<file path="config.mk">
export PLATFORM = sky130hd
export DESIGN_NAME = jtag_cmd_chain
export DESIGN_NICKNAME = d
export VERILOG_FILES = /design/src/rtl/jtag_cmd_pkg.sv /design/src/rtl/jtag_shift_reg.sv /design/src/rtl/jtag_cmd_chain.sv
export SDC_FILE = /design/constraint.sdc
export NUM_CORES = 1
export LEC_CHECK = 0
export ABC_AREA = 1
export BUFFER_PORTS_ARGS = -buffer_cell sky130_fd_sc_hd__buf_4
export CAP_MARGIN = 5
export CORE_MARGIN = 1.5
export CORE_UTILIZATION = 52
export DETAILED_ROUTE_END_ITERATION = 7
export HOLD_SLACK_MARGIN = 0.06
export PLACE_DENSITY_LB_ADDON = 0.05
export SETUP_SLACK_MARGIN = 0.1
export SYNTH_ARGS = -nofsm -noshare
export SYNTH_HDL_FRONTEND = slang
export SYNTH_HIERARCHICAL = 1
export SYNTH_SLANG_ARGS = --single-unit
</file>
<file path="constraint.sdc">
create_clock -name JTCK -period 1.6 [get_ports JTCK]
set_clock_uncertainty 0.05 [all_clocks]
set_input_delay 0.32 -clock JTCK [delete_from_list [all_inputs] [get_ports JTCK]]
set_output_delay 0.32 -clock JTCK [all_outputs]
set_load 0.05 [all_outputs]
</file>
<file path="src/rtl/jtag_cmd_pkg.sv">
// jtag_cmd_pkg: shared op encodings, FSM state type and frame field offsets
package jtag_cmd_pkg;
  typedef enum logic [1:0] {
    OP_NOP       = 2'b00,
    OP_WRITE     = 2'b01,
    OP_READ      = 2'b10,
    OP_WRITE_INC = 2'b11
  } op_e;

  typedef enum logic [1:0] {
    S_IDLE,
    S_ISSUE,
    S_WAIT_RD
  } state_e;

  localparam int OP_LSB   = 0;
  localparam int ADDR_LSB = 2;
endpackage

</file>
<file path="src/rtl/jtag_shift_reg.sv">
// jtag_shift_reg: DR capture/shift register with per-chain TDO fan-out
module jtag_shift_reg #(
  parameter int FRAME_W    = 43,
  parameter int NUM_CHAINS = 2,
  parameter int CH_W       = 1
) (
  input  logic                  clk,
  input  logic                  rst_n,
  input  logic                  i_ce_any,
  input  logic                  i_ce_first,
  input  logic                  i_shift,
  input  logic                  i_tdi,
  input  logic [CH_W-1:0]       i_cur_chain,
  input  logic [FRAME_W-1:0]    i_cap_data,
  output logic [FRAME_W-1:0]    o_frame,
  output logic [NUM_CHAINS-1:0] o_tdo
);
  logic [FRAME_W-1:0] r_sr;

  always_ff @(posedge clk or negedge rst_n)
    if (!rst_n) r_sr <= '0;
    else if (i_ce_first && !i_shift) r_sr <= i_cap_data;
    else if (i_shift && i_ce_any) r_sr <= {i_tdi, r_sr[FRAME_W-1:1]};

  always_comb
    for (int i = 0; i < NUM_CHAINS; i++) o_tdo[i] = (CH_W'(i) == i_cur_chain) && r_sr[0];

  assign o_frame = r_sr;
endmodule

</file>
<file path="src/rtl/jtag_cmd_chain.sv">
// jtag_cmd_chain: JTAG user-chain command decoder issuing bus reads/writes,
// with read-back capture, timeout/overrun status and per-chain commit pulses
module jtag_cmd_chain
  import jtag_cmd_pkg::*;
#(
  parameter int NUM_CHAINS = 2,
  parameter int ADDR_W     = 9,
  parameter int DATA_W     = 32,
  parameter int RD_TIMEOUT = 15,
  localparam int CH_W      = (NUM_CHAINS > 1) ? $clog2(NUM_CHAINS) : 1,
  localparam int FRAME_W   = 2 + ADDR_W + DATA_W
) (
  input  logic                  JTCK,
  input  logic                  JRSTN,
  input  logic                  JTDI,
  input  logic                  JSHIFT,
  input  logic                  JUPDATE,
  input  logic [NUM_CHAINS-1:0] JCE,
  input  logic [NUM_CHAINS-1:0] JRTI,
  output logic [NUM_CHAINS-1:0] JTDO,
  output logic                  bus_valid,
  output logic                  bus_we,
  output logic [CH_W-1:0]       bus_chain,
  output logic [ADDR_W-1:0]     bus_addr,
  output logic [DATA_W-1:0]     bus_wdata,
  input  logic                  bus_rvalid,
  input  logic [DATA_W-1:0]     bus_rdata,
  output logic [NUM_CHAINS-1:0] commit,
  output logic [3:0]            status
);
  localparam int CNT_W = $clog2(RD_TIMEOUT + 1);

  state_e                r_state;
  logic                  r_ce_d;
  logic [CH_W-1:0]       r_cur_chain;
  logic [ADDR_W-1:0]     r_auto_addr;
  logic [ADDR_W-1:0]     r_last_addr;
  logic [DATA_W-1:0]     r_rd_hold;
  logic [CNT_W-1:0]      r_cnt;
  logic                  r_rd_ok;
  logic                  r_timeout;
  logic                  r_overrun;
  logic                  r_bus_valid;
  logic                  r_bus_we;
  logic [CH_W-1:0]       r_bus_chain;
  logic [ADDR_W-1:0]     r_bus_addr;
  logic [DATA_W-1:0]     r_bus_wdata;
  logic [NUM_CHAINS-1:0] r_rti_d;
  logic [NUM_CHAINS-1:0] r_dirty;
  logic [NUM_CHAINS-1:0] r_commit;

  logic                  w_ce_any;
  logic                  w_ce_first;
  logic [CH_W-1:0]       w_pri;
  logic [FRAME_W-1:0]    w_frame;
  op_e                   w_op;
  logic [ADDR_W-1:0]     w_addr;
  logic [DATA_W-1:0]     w_data;
  logic                  w_is_wr;
  logic [ADDR_W-1:0]     w_iss_addr;
  logic                  w_start;
  logic [NUM_CHAINS-1:0] w_wr_set;
  logic [NUM_CHAINS-1:0] w_rti_rise;

  assign w_ce_any   = |JCE;
  assign w_ce_first = w_ce_any && !r_ce_d;

  always_comb begin
    w_pri = '0;
    for (int i = NUM_CHAINS - 1; i >= 0; i--) if (JCE[i]) w_pri = CH_W'(i);
  end

  jtag_shift_reg #(
    .FRAME_W   (FRAME_W),
    .NUM_CHAINS(NUM_CHAINS),
    .CH_W      (CH_W)
  ) u_sr (
    .clk        (JTCK),
    .rst_n      (JRSTN),
    .i_ce_any   (w_ce_any),
    .i_ce_first (w_ce_first),
    .i_shift    (JSHIFT),
    .i_tdi      (JTDI),
    .i_cur_chain(r_cur_chain),
    .i_cap_data ({r_rd_hold, r_last_addr, r_rd_ok, r_timeout}),
    .o_frame    (w_frame),
    .o_tdo      (JTDO)
  );

  assign w_op       = op_e'(w_frame[OP_LSB +: 2]);
  assign w_addr     = w_frame[ADDR_LSB +: ADDR_W];
  assign w_data     = w_frame[FRAME_W-1 -: DATA_W];
  assign w_is_wr    = (w_op == OP_WRITE) || (w_op == OP_WRITE_INC);
  assign w_iss_addr = (w_op == OP_WRITE_INC) ? r_auto_addr : w_addr;
  assign w_start    = JUPDATE && (r_state == S_IDLE) && (w_op != OP_NOP);
  assign w_wr_set   = (w_start && w_is_wr) ? (NUM_CHAINS'(1) << r_cur_chain) : '0;
  assign w_rti_rise = JRTI & ~r_rti_d;

  always_ff @(posedge JTCK or negedge JRSTN)
    if (!JRSTN) begin
      r_state     <= S_IDLE;
      r_ce_d      <= 1'b0;
      r_cur_chain <= '0;
      r_auto_addr <= '0;
      r_last_addr <= '0;
      r_rd_hold   <= '0;
      r_cnt       <= '0;
      r_rd_ok     <= 1'b0;
      r_timeout   <= 1'b0;
      r_overrun   <= 1'b0;
      r_bus_valid <= 1'b0;
      r_bus_we    <= 1'b0;
      r_bus_chain <= '0;
      r_bus_addr  <= '0;
      r_bus_wdata <= '0;
    end else begin
      r_bus_valid <= 1'b0;
      r_ce_d      <= w_ce_any;
      if (w_ce_first) r_cur_chain <= w_pri;
      // A NOP update clears overrun at any time; real commands while busy are dropped
      if (JUPDATE && w_op == OP_NOP) r_overrun <= 1'b0;
      else if (JUPDATE && r_state != S_IDLE) r_overrun <= 1'b1;
      case (r_state)
        S_IDLE:
          if (w_start) begin
            r_state     <= S_ISSUE;
            r_bus_valid <= 1'b1;
            r_bus_we    <= w_is_wr;
            r_bus_chain <= r_cur_chain;
            r_bus_addr  <= w_iss_addr;
            r_bus_wdata <= w_data;
            r_last_addr <= w_iss_addr;
            if (w_is_wr) r_auto_addr <= w_iss_addr + ADDR_W'(1);
            else r_rd_ok <= 1'b0;
          end
        S_ISSUE: begin
          r_state <= r_bus_we ? S_IDLE : S_WAIT_RD;
          r_cnt   <= '0;
        end
        S_WAIT_RD:
          if (bus_rvalid) begin
            r_rd_hold <= bus_rdata;
            r_rd_ok   <= 1'b1;
            r_timeout <= 1'b0;
            r_state   <= S_IDLE;
          end else if (r_cnt == CNT_W'(RD_TIMEOUT - 1)) begin
            r_rd_ok   <= 1'b0;
            r_timeout <= 1'b1;
            r_state   <= S_IDLE;
          end else r_cnt <= r_cnt + CNT_W'(1);
        default: r_state <= S_IDLE;
      endcase
    end

  always_ff @(posedge JTCK or negedge JRSTN)
    if (!JRSTN) begin
      r_rti_d  <= '0;
      r_dirty  <= '0;
      r_commit <= '0;
    end else begin
      r_rti_d  <= JRTI;
      r_commit <= w_rti_rise & r_dirty;
      r_dirty  <= (r_dirty & ~w_rti_rise) | w_wr_set;
    end

  assign bus_valid = r_bus_valid;
  assign bus_we    = r_bus_we;
  assign bus_chain = r_bus_chain;
  assign bus_addr  = r_bus_addr;
  assign bus_wdata = r_bus_wdata;
  assign commit    = r_commit;
  assign status    = {r_state != S_IDLE, r_overrun, r_timeout, r_rd_ok};
endmodule

</file>
# Word level (Yosys, flattened, before mapping)
# Cells that the tools add are included.
[classes] addsub=2 n_eq_ne=10 n_shift=1 n_mux=25 bitwise_logic=7 reduce_logical=30
[op_table] operator="$mux 43" count=2
[op_table] operator="$reduce_bool 2->1" count=7
[op_table] operator="$mux 1" count=12
[op_table] operator="$logic_and 1x1->1" count=10
[op_table] operator="$mux 2" count=5
[op_table] operator="$add 9x1->9 const B" count=1
[op_table] operator="$mux 9" count=1
[op_table] operator="$mux 4" count=2
[op_table] operator="$ne 2x2->1 const B" count=4
[op_table] operator="$pmux 4 s2" count=1
[op_table] operator="$reduce_and 2->1" count=4
[op_table] operator="$and 2x2->2" count=3
[op_table] operator="$pmux 2 s3" count=1
[op_table] operator="$reduce_and 3->1" count=2
[op_table] operator="$add 4x1->4 const B" count=1
[op_table] operator="$eq 2x1->1 const B" count=2
[op_table] operator="$eq 2x2->1 const B" count=2
[op_table] operator="$eq 4x4->1 const B" count=1
[op_table] operator="$logic_not 2->1" count=2
[op_table] operator="$not 2->2" count=2
[op_table] operator="$reduce_and 4->1" count=1
[op_table] operator="$ne 3x3->1 const B" count=1
[op_table] operator="$logic_not 1->1" count=2
[op_table] operator="$or 2x2->2" count=1
[op_table] operator="5 further kinds" count=5
[word_totals] regBits=145 inputBits=42 out_inout_bits=52 wordCells=93

# Depth between registers and ports, before layout
# Gate-level depths: netlist of the first run.
[depth] depth_word=6 ltp_mapped=10 mapped_depth_nobuf=9

# By module
# The synthesis of the first run kept the hierarchy.
[by_module_without_submodules] module="jtag_cmd_chain" instances=1 cells_each=482 area_per_inst_um2=4215.3
[by_module_without_submodules] module="jtag_shift_reg" instances=1 cells_each=363 area_per_inst_um2=2396.0

# Worst setup path before layout of the first run
# No wires, ideal clock.
[synth_timing] path_type="register -> output" from="register u_sr.r_sr[0], in the netlist u_sr/o_frame[0]" to="output port JTDO[0]" arrival_time_ns=1.079 required_time_ns=1.230 path_slack_ns=0.151 path_stages_with_launch=3 n_path_buf=0 cell_sequence="dfrtp_1 > inv_1 > nor2_1"
[synth_between] elab_chain_len=1
[synth_rtl] item="from (decl)" line="jtag_shift_reg.sv:18" source="logic [FRAME_W-1:0] r_sr;"
[synth_rtl] item="from (signal assigned)" line="jtag_shift_reg.sv:22" source="else if (i_ce_first && !i_shift) r_sr <= i_cap_data;"
[synth_rtl] item="from (signal assigned)" line="jtag_shift_reg.sv:23" source="else if (i_shift && i_ce_any) r_sr <= {i_tdi, r_sr[FRAME_W-1:1]};"
[synth_rtl] item="$logic_and 1x1->1" line="jtag_shift_reg.sv:26" source="for (int i = 0; i < NUM_CHAINS; i++) o_tdo[i] = (CH_W'(i) == i_cur_chain) && r_sr[0];"
[synth_rtl] item="to (decl)" line="jtag_cmd_chain.sv:20" source="output logic [NUM_CHAINS-1:0] JTDO,"
# No other way between the ends.

# Worst setup path in the final report of the first run
# Same ends and word-level chain as after synthesis.

==> results.py, run 1 <==
metrics = {
    "cts": {
        "clk_pin_slew_worst_paths_ns": 0.06,
        "cts.htree.levels": 4,
        "clock_path_buffers": 2,
        "clock_sink_count": 145,
        "insertion_delay_ns": 0.42,
        "clockRootBuffer": "clkbuf_16",
        "cts_buffers": 17,
        "cts_tree": "done",
    },
    "worst_setup_path": {
        "critPathArrivalTime_ns": 1.21,
        "worstReg2RegStart": "u_sr/o_frame[1]$_DFFE_PN0P_",
        "ff2ff_path_depth": 9,
        "cpPeakStageDelay_ns": 0.39,
        "start_kind": "flop",
        "cp-end-kind": "output pin",
        "reg2reg_to": "r_auto_addr[8]$_DFFE_PN0P_",
        "crit_chain": "buf_6 > inv_2 > nor2_4 > buf_6",
        "required_ns": 1.23,
        "crit_path_max_fanout": 3,
        "reg2reg_slack_ns": 0.06,
        "worst_path_most_repeated_cell": "buf_6",
        "cp_slowest_cell": "dfrtp_1",
        "critical_path_class": "reg -> out",
    },
    "drt": {
        "routed_wl_mm": 16.0,
        "antenna_left": 0,
        "drtIter0Drc": 312,
        "drtPass1Iterations": 4,
        "drc": 0,
        "wl_per_cell_um": 13.6,
        "viasPerCell": 4.92,
        "vias": 5754,
    },
    "outcome": {
        "status": "finished, final reports clean",
    },
    "sta": {
        "rsz0062_at_grt": "yes",
        "tightest_slew_ns": 0.539,
        "finalCritPeriodShare_pct": 98.7,
        "clock.fmax_mhz": 633,
        "final_max_slew_viol_count": 0,
        "maxSlewHeadroom_pct": 64.0,
        "post-route-min-period_ns": 1.58,
        "tns_ns": 0,
        "hold_viol_final": 0,
        "holdWs_ns": 0.0697,
        "setup_viol": 0,
    },
    "logic_synthesis": {
        "synth_warnings": 6,
        "syn-mean-instance-area_sq_um": 7.82,
        "synth_top_area_share_pct": 54.9,
        "synth_largest_area_cell": "dfrtp_1",
        "mappedNetlistArea_sq_um": 6610,
        "synthCells": 845,
        "synth-seq-area-share_pct": 54.9,
        "synth_cell_type_count": 29,
        "ys_ff_latch": 145,
        "ys_top_cells_by_area": "dfrtp_1 55%, nand2_1 24%, inv_1 5.8%",
        "synth_nets": 889,
    },
    "place": {
        "hpwl_mm": 9.67,
        "io_buffer_count": 93,
        "gp_congestion": 0.828,
    },
    "global_route": {
        "grt_pass1_wl_mm": 25.8,
        "grt-ovfl-total": 0,
        "antenna_found_initial": 0,
        "grt_pass1_vias": 5582,
        "grt_max_degree": 43,
        "grt_use_total_pct": 24.9,
    },
    "power_and_ir_drop": {
        "leakage_nw": 4.71,
        "pwr-share-comb_pct": 39.3,
        "p_int_w": 0.00947,
        "p_seq_share_pct": 37.1,
        "peakVddDrop_uv": 1130,
        "power_switching_w": 0.00652,
        "sw_frac_of_total_pct": 40.8,
        "power.density_nw_per_um2": 1830,
        "p_clk_share_pct": 23.6,
    },
    "min_path": {
        "hold_end": "r_rd_hold[10]$_DFFE_PN0P_",
        "hold_start": "bus_rdata[10]",
        "hold_path_class": "in -> reg",
        "hold_path_depth": 3,
    },
    "flow_run": {
        "max_cap_violations": 0,
    },
    "cells_and_area": {
        "ff_latch_area_sq_um": 3630,
        "multiInputGateArea_sq_um": 2510,
        "finalNetCount": 1029,
        "nFillCells": 1044,
        "syn2layout_area_growth_pct": 31.9,
        "drive_above_1_share_pct": 20.8,
        "diodes": 0,
    },
    "die": {
        "dieHeight_um": 116,
        "die_area_sq_um": 13400,
        "fp-row-count": 41,
        "die_w_um": 116,
        "io_pins": 94,
        "coreArea_sq_um": 12500,
        "initial_core_util_pct": 52.8,
    },
}
synthesized netlist by cell type:
cell      instances
nor3_1            1
o31ai_1           1
nand2_1         430
nand2_2           4
xnor2_1           1
a21oi_1           3
o211ai_1          2
inv_1           103
nor3b_1           3
dfrtp_1         145
nand2_4           1
or2_2             1
nor2_2            2
buf_4             9
nor2_4            5
nand4_1           1
ha_1              2
o21ai_0          52
clkbuf_2          3
clkbuf_1          5
inv_4             1
o21ai_1          11
nor2_1           10
nand3_4           1
xor2_1            1
buf_2            11
buf_6             8
inv_2             5
nand3_1          23
layout make-up:
class                           instances  area share [%]
Clock buffer                           27            5.88
Sequential cell                       145            41.6
Clock inverter                          5           0.574
Tap cell                              172            2.47
Inverter                              109            4.78
Multi-Input combinational cell        557            28.8
Timing Repair Buffer                  155            15.9
critical path: cells and delay by family, from the launching register on:
| family | cells | cell delay (ns) |
|---|---|---|
| buf+inv | 3 | 0.32 |
| flops | 1 | 0.39 |
| simple gates | 1 | 0.08 |
stage by stage:
step	total power [W]	cell area (sq um)	setup slack (ns)	std cells	util, %
5_1_grt	0.0170	8720	-0.0418	1170	69.7
3_5_place_dp	0.0117	7510	-0.264	1093	60.0
6_report	0.0160	8720	0.0211	1170	69.7
2_1_floorplan	0.00991	6610	0.151	845	-
3_3_place_gp	0.0115	7510	-0.173	1093	60.0
4_1_cts	0.0157	8480	0.0160	1162	67.7
registers in the layout, indices dropped and copies added (netlist names), 2 cells and up:
register and count:
r_auto_addr 9, commit 2, u_sr/o_frame 43, r_rti_d 2, r_cnt 4, bus_wdata 32
r_dirty 2, r_rd_hold 32, r_state 2, bus_addr 9
placed cells by master, fill, tap and decap left out, types with 9 or more instances in the layout:
cell,count
buf_4,107
o21ai_1,12
inv_1,100
nand2_1,416
nand2_2,14
clkbuf_16,17
buf_6,9
dfrtp_1,144
o21ai_0,50
nor2_4,10
dlygate4sd3_1,28
nand3_1,16
worst max-delay path by stage:
stage | cells past startpoint | slack (ns) | to | from
after CTS | 4 | 0.02 | JTDO[0] | u_sr/o_frame[0]$_DFFE_PN0P_
final | 4 | 0.02 | JTDO[0] | u_sr/o_frame[0]$_DFFE_PN0P_
after global routing | 10 | -0.04 | r_auto_addr[6]$_DFFE_PN0P_ | u_sr/o_frame[0]$_DFFE_PN0P_
after floorplan | 2 | 0.15 | JTDO[0] | u_sr/o_frame[0]$_DFFE_PN0P_
after detailed placement | 8 | -0.26 | u_sr/o_frame[9]$_DFFE_PN0P_ | JCE[0]
after global placement | 8 | -0.17 | u_sr/o_frame[31]$_DFFE_PN0P_ | JCE[0]
per-layer routing:
metal / wire length [um] / track usage (%)
met1: 7050 / 31.7
met5: 0 / 0
met4: 271 / 10.6
met2: 7960 / 42.1
met3: 686 / 4.60
timing repair:
action,CTS,global route
gates resized for setup,13,51
gates cloned,1,1
endpoints found under the setup margin,47,88
buffers inserted,8,7
endpoints found under the hold margin,65,0
hold buffers,28,0
pin swaps,4,24
logic make-up (layout without fill, tap and decap cells):
| logic type | count (synthesis) | after routing | synth area share, % |
|---|---|---|---|
| AO/OA/AOI/OAI | 69 | 69 | 5.34 |
| XOR/XNOR | 2 | 2 | 0.265 |
| adder cells (fa/ha/maj) | 2 | 2 | 0.378 |
| buffers and inverters | 145 | 296 | 9.95 |
| flip-flops | 145 | 145 | 54.9 |
| AND/OR/NAND/NOR | 482 | 484 | 29.2 |
power by group through the flow:
stage	registers, W	logic (W)	clock network (W)
2_1_floorplan	0.00737	0.00254	0
3_3_place_gp	0.00589	0.00565	0
3_5_place_dp	0.00593	0.00575	0
4_1_cts	0.00588	0.00604	0.00383
5_1_grt	0.00608	0.00690	0.00401
6_report	0.00593	0.00628	0.00378
No activity file was read; power rests on OpenSTA's default activity.
==> run 2, diff against run 1 <==
- BUFFER_PORTS_ARGS: -buffer_cell sky130_fd_sc_hd__buf_4 -> -buffer_cell sky130_fd_sc_hd__buf_2
- HOLD_SLACK_MARGIN: 0.06 -> default
==> run 2 against run 1 <==
  * Design area down 5.7%
  * Clock-buffer cell count down 1
  * Sequential power down 0.7%
  * Flip-flop and latch count unchanged
  * Wire length down 0.24%
  * Combinational power down 6.2%
  * First-iteration DRC count up 12%
  * Hold slack worse by 0.019 ns
  * Sequential share of layout area up 2.5 points
  * Fmax up 1.2%
  * Register-to-register slack better by 0.02 ns
  * Worst setup slack better by 0.018 ns
  * Critical path type unchanged
  * Highest routed layer unchanged
==> results.py, run 2 (synthesized netlist as in run 1, its figures left out) <==
metrics = {
    "outcome": {
        "status": "finished, final reports clean",
    },
    "sta": {
        "rsz0062_at_grt": "yes",
        "post-route-min-period_ns": 1.56,
        "clock.fmax_mhz": 641,
        "finalCritPeriodShare_pct": 97.6,
        "tightest_slew_ns": 0.573,
        "setup_viol": 0,
        "hold_viol_final": 0,
        "maxSlewHeadroom_pct": 61.7,
        "final_max_slew_viol_count": 0,
        "tns_ns": 0,
    },
    "cells_and_area": {
        "drive_above_1_share_pct": 21.5,
        "syn2layout_area_growth_pct": 24.4,
        "finalNetCount": 1010,
        "largest_reg_flops": 43,
        "nFillCells": 1162,
        "diodes": 0,
        "layout_common_cells": "419 x nand2_1, 142 x dfrtp_1, 98 x inv_1",
        "final_common_cell": "nand2_1",
        "final_area_sq_um": 8230,
    },
    "power_and_ir_drop": {
        "p_clk_share_pct": 24.9,
        "peakVddDrop_uv": 1270,
        "p_int_w": 0.00925,
        "sw_frac_of_total_pct": 41.0,
        "leakage_nw": 4.57,
        "p_seq_share_pct": 37.6,
        "pwr-share-comb_pct": 37.5,
        "power_switching_w": 0.00643,
        "power.density_nw_per_um2": 1910,
    },
    "worst_setup_path": {
        "cp-end-kind": "output pin",
        "crit_path_max_fanout": 3,
        "crit_chain": "buf_6 > inv_4 > nor2_4 > buf_8",
        "cp_slowest_cell": "dfrtp_2",
        "critical_path_class": "reg -> out",
        "cpPeakStageDelay_ns": 0.41,
        "critPathBufInv": 3,
        "required_ns": 1.23,
        "start_kind": "flop",
        "crit_family": "flip-flops",
        "critPathArrivalTime_ns": 1.19,
    },
    "global_route": {
        "grt_use_total_pct": 25.4,
        "antenna_found_initial": 0,
        "grt-ovfl-total": 0,
        "grt_pass1_wl_mm": 26.4,
        "grt_max_degree": 43,
        "grt_pass1_vias": 5519,
    },
    "drt": {
        "routed_wl_mm": 15.9,
        "antenna_left": 0,
        "wl_per_cell_um": 13.8,
        "viasPerCell": 4.93,
        "drtIter0Drc": 349,
        "vias": 5672,
        "drtPass1Iterations": 4,
        "drc": 0,
    },
    "cts": {
        "insertion_delay_ns": 0.42,
        "cts_tree": "done",
        "clock_path_buffers": 2,
        "cts.htree.levels": 4,
        "clockRootBuffer": "clkbuf_16",
        "clk_pin_slew_worst_paths_ns": 0.06,
        "cts_buffers": 17,
        "clock_sink_count": 145,
    },
    "die": {
        "die_w_um": 116,
        "initial_core_util_pct": 52.8,
        "io_pins": 94,
        "fp-row-count": 41,
        "die_area_sq_um": 13400,
        "dieHeight_um": 116,
        "coreArea_sq_um": 12500,
    },
    "min_path": {
        "hold_path_class": "in -> reg",
    },
    "place": {
        "io_buffer_count": 93,
        "gp_congestion": 0.851,
        "hpwl_mm": 9.92,
        "placed_area_sq_um": 7320,
    },
    "flow_run": {
        "max_cap_violations": 0,
    },
}
[run 2: changes by cell type in the layout (fill, tap and decap cells not counted), moves of 2 or more]
cell	before	now
o21ai_1	12	15
nand2_1	416	419
buf_4	107	25
nand3_4	4	1
nand3_1	16	20
o21ai_0	50	47
inv_1	100	98
dfrtp_1	144	142
buf_2	0	89
nand2_4	4	1
dfrtp_2	1	3
dlygate4sd3_1	28	3
[run 2: layer usage]
| layer | wire length [um] | share of wire (%) | track usage, % | up-vias |
|---|---|---|---|---|
| li1 | - | - | - | 2780 |
| met1 | 7050 | 44 | 33.6 | 2728 |
| met2 | 7950 | 50 | 42.3 | 148 |
| met3 | 711 | 4.5 | 4.97 | 16 |
| met4 | 210 | 1.3 | 8.86 | 0 |
| met5 | 0 | 0 | 0 | - |
[run 2: through the flow]
stage / setup slack [ns] / instances / hold WS [ns] / power (W) / utilization (%)
after floorplan: 0.151 / 845 / -0.0256 / 0.00991 / -
after global placement: -0.150 / 1098 / 0.176 / 0.0112 / 58.5
after detailed placement: -0.218 / 1098 / 0.179 / 0.0114 / 58.5
after CTS: 0.0396 / 1139 / 0.0372 / 0.0156 / 64.2
after global routing: -0.0115 / 1150 / 0.0472 / 0.0167 / 65.7
final: 0.0390 / 1150 / 0.0503 / 0.0157 / 65.7
[run 2: worst register-to-register path, stage by stage (launching register included)]
cell and delay [ns]:
dfrtp_2 0.41, buf_6 0.14, or2_2 0.31, nand3_4 0.11
inv_6 0.09, buf_12 0.17, nand2_1 0.08, nand2_1 0.05
[run 2: what timing repair did]
action | CTS | global route
setup buffers | 6 | 10
endpoints found under the setup margin | 50 | 123
pin swaps | 3 | 17
resized for setup | 20 | 37
hold buffers | 3 | 0
endpoints found under the hold margin | 26 | 0
gates cloned | 1 | 1
[run 2: cell type report]
class / instances / area [sq um] / share of cell area [%]
Multi-Input combinational cell: 557 / 2430 / 29.6
Clock buffer: 26 / 509 / 6.19
Tap cell: 172 / 215 / 2.62
Inverter: 109 / 417 / 5.06
Timing Repair Buffer: 136 / 946 / 11.5
Clock inverter: 5 / 75.1 / 0.913
Sequential cell: 145 / 3630 / 44.2
[run 2: final timing paths]
path / start / to / slack [ns] / cells past startpoint
worst max-delay path: u_sr/o_frame[0]$_DFFE_PN0P_ / JTDO[0] / 0.04 / 4
worst min-delay path: bus_rdata[25] / r_rd_hold[25]$_DFFE_PN0P_ / 0.05 / 3
worst max register to register: u_sr/o_frame[0]$_DFFE_PN0P_ / bus_wdata[15]$_DFFE_PN0P_ / 0.08 / 7
worst min register to register: r_rti_d[1]$_DFF_PN0_ / commit[1]$_DFF_PN0_ / 0.38 / 1
max in group asynchronous: JRSTN / u_sr/o_frame[25]$_DFFE_PN0P_ / 0.65 / 3
min in group asynchronous: JRSTN / bus_addr[4]$_DFFE_PN0P_ / 0.30 / 2
[run 2: power groups by stage]
| stage | clock, W | combinational [W] | sequential (W) |
|---|---|---|---|
| final | 0.00391 | 0.00589 | 0.00589 |
| after global placement | 0 | 0.00536 | 0.00588 |
| after floorplan | 0 | 0.00254 | 0.00737 |
| after CTS | 0.00398 | 0.00572 | 0.00587 |
| after detailed placement | 0 | 0.00548 | 0.00591 |
| after global routing | 0.00415 | 0.00653 | 0.00606 |
==> run 3, diff against run 2 <==
- REMOVE_ABC_BUFFERS: default -> 1
==> run 3 against run 2 <==
  * Combinational power up 17%
  * Global-route usage down 1.2 points
  * Total power up 8.0%
  * Sequential power up 2%
  * Largest power group is now combinational cells
  * Design area up 7.6%
  * Critical endpoint is now bus_chain$_DFFE_PN0P_
  * Flip-flop and latch count unchanged
  * First-iteration DRC count up 14%
==> results.py, run 3 (synthesized netlist as in run 1, its figures left out) <==
metrics = {
    "outcome": {
        "status": "finished, final reports clean",
    },
    "sta": {
        "maxSlewHeadroom_pct": 63.6,
        "holdWs_ns": 0.0391,
        "tightest_slew_ns": 0.545,
        "finalCritPeriodShare_pct": 98.1,
        "post-route-min-period_ns": 1.57,
        "setup_viol": 0,
        "rsz0062_at_grt": "yes",
        "hold_viol_final": 0,
        "final_max_slew_viol_count": 0,
        "clock.fmax_mhz": 637,
        "layout_setup_ws_ns": 0.0301,
    },
    "worst_setup_path": {
        "required_ns": 1.86,
        "cpPeakStageDelay_ns": 0.47,
        "critical_path_class": "reg -> reg",
        "crit_path_max_fanout": 8,
        "critPathArrivalTime_ns": 1.83,
        "cp-end-kind": "flop",
        "start_kind": "flop",
        "cp_slowest_cell": "dfrtp_2",
        "crit_chain": "buf_6 > or2_4 > nand3_4 > buf_12 > clkbuf_16 > o21ai_2",
    },
    "cells_and_area": {
        "utilization_pct": 70.7,
        "syn2layout_area_growth_pct": 33.8,
        "largest_reg_flops": 43,
        "final_area_sq_um": 8850,
        "final_common_cell": "nand2_1",
        "drive_above_1_share_pct": 28.9,
        "layout_common_cells": "360 x nand2_1, 143 x dfrtp_1, 98 x inv_1",
        "diodes": 0,
        "finalNetCount": 1023,
    },
    "cts": {
        "clockRootBuffer": "clkbuf_16",
        "clock_path_buffers": 2,
        "clock_sink_count": 145,
        "clk_pin_slew_worst_paths_ns": 0.06,
        "cts_tree": "done",
        "cts.htree.levels": 4,
        "cts_buffers": 17,
        "insertion_delay_ns": 0.42,
    },
    "die": {
        "initial_core_util_pct": 52.8,
        "coreArea_sq_um": 12500,
        "die_w_um": 116,
        "io_pins": 94,
        "fp-row-count": 41,
        "die_area_sq_um": 13400,
        "dieHeight_um": 116,
    },
    "drt": {
        "vias": 5751,
        "drtIter0Drc": 398,
        "wl_per_cell_um": 15.1,
        "viasPerCell": 4.94,
        "antenna_left": 0,
        "routed_wl_mm": 17.5,
        "drc": 0,
        "drtPass1Iterations": 5,
    },
    "place": {
        "gp_congestion": 0.860,
        "placed_area_sq_um": 7330,
        "pre_cts_ws_ns": -0.276,
        "io_buffer_count": 93,
        "hpwl_mm": 9.51,
    },
    "global_route": {
        "grt_max_degree": 43,
        "antenna_found_initial": 0,
        "grt_pass1_wl_mm": 25.0,
        "grt-ovfl-total": 0,
        "grt_pass1_vias": 5236,
        "grt_use_total_pct": 24.2,
    },
    "power_and_ir_drop": {
        "leakage_nw": 4.89,
        "power.total_w": 0.0169,
        "peakVddDrop_uv": 1340,
        "power.density_nw_per_um2": 1910,
    },
    "flow_run": {
        "max_cap_violations": 0,
    },
    "min_path": {
        "hold_path_class": "in -> reg",
    },
}
-- run 3: layout make-up --
cell class / count / area, sq um
sequential: 145 / 3630
clock buffer: 22 / 474
tap: 172 / 215
multi-input combinational: 557 / 2710
fill: 1055 / 3670
timing repair buffer: 149 / 1260
inverter: 109 / 424
clock inverter: 10 / 133
-- run 3: worst paths after layout --
path	slack, ns	end	from	cells after the start
max reg2reg	0.03	bus_chain$_DFFE_PN0P_	u_sr/o_frame[1]$_DFFE_PN0P_	6
max in group asynchronous	0.67	u_sr/o_frame[18]$_DFFE_PN0P_	JRSTN	3
max	0.03	bus_chain$_DFFE_PN0P_	u_sr/o_frame[1]$_DFFE_PN0P_	6
min	0.04	r_rd_hold[29]$_DFFE_PN0P_	bus_rdata[29]	3
min in group asynchronous	0.29	commit[1]$_DFF_PN0_	JRSTN	2
min reg2reg	0.37	commit[1]$_DFF_PN0_	r_rti_d[1]$_DFF_PN0_	1
-- run 3: worst max-delay path, delay by kind of cell (launching register included) --
family,cells,cell delay (ns)
flops,1,0.47
compound gates,1,0.07
simple gates,2,0.38
buf+inv,3,0.48
-- run 3: where the power goes --
group | internal, W | switching [W] | leakage (nW)
clock network | 0.00256 | 0.00151 | 0.292
logic | 0.00232 | 0.00455 | 2.78
registers | 0.00500 | 0.000990 | 1.82
total | 0.00988 | 0.00705 | 4.89
-- run 3: what timing repair did --
action,4_1_cts,5_1_grt
buffers inserted,6,11
hold endpoints to repair,23,0
pin swaps,7,38
hold buffers,3,0
resized for setup,28,135
gates cloned,1,13
endpoints found under the setup margin,48,110
-- run 3: per-stage QoR --
stage,setup TNS (ns),instances
floorplan,-22.81,809
global placement,-6.83,1098
detailed placement,-8.97,1098
CTS,0,1140
global route,-0.0957,1164
finish,0,1164
-- run 3: metal layers --
layer | up-vias | share of wire [%] | GRT usage (%)
li1 | 2802 | - | -
met1 | 2747 | 42 | 31.5
met5 | - | 0 | 0
met4 | 0 | 2.2 | 8.70
met2 | 171 | 50 | 40.3
met3 | 31 | 5.7 | 5.23
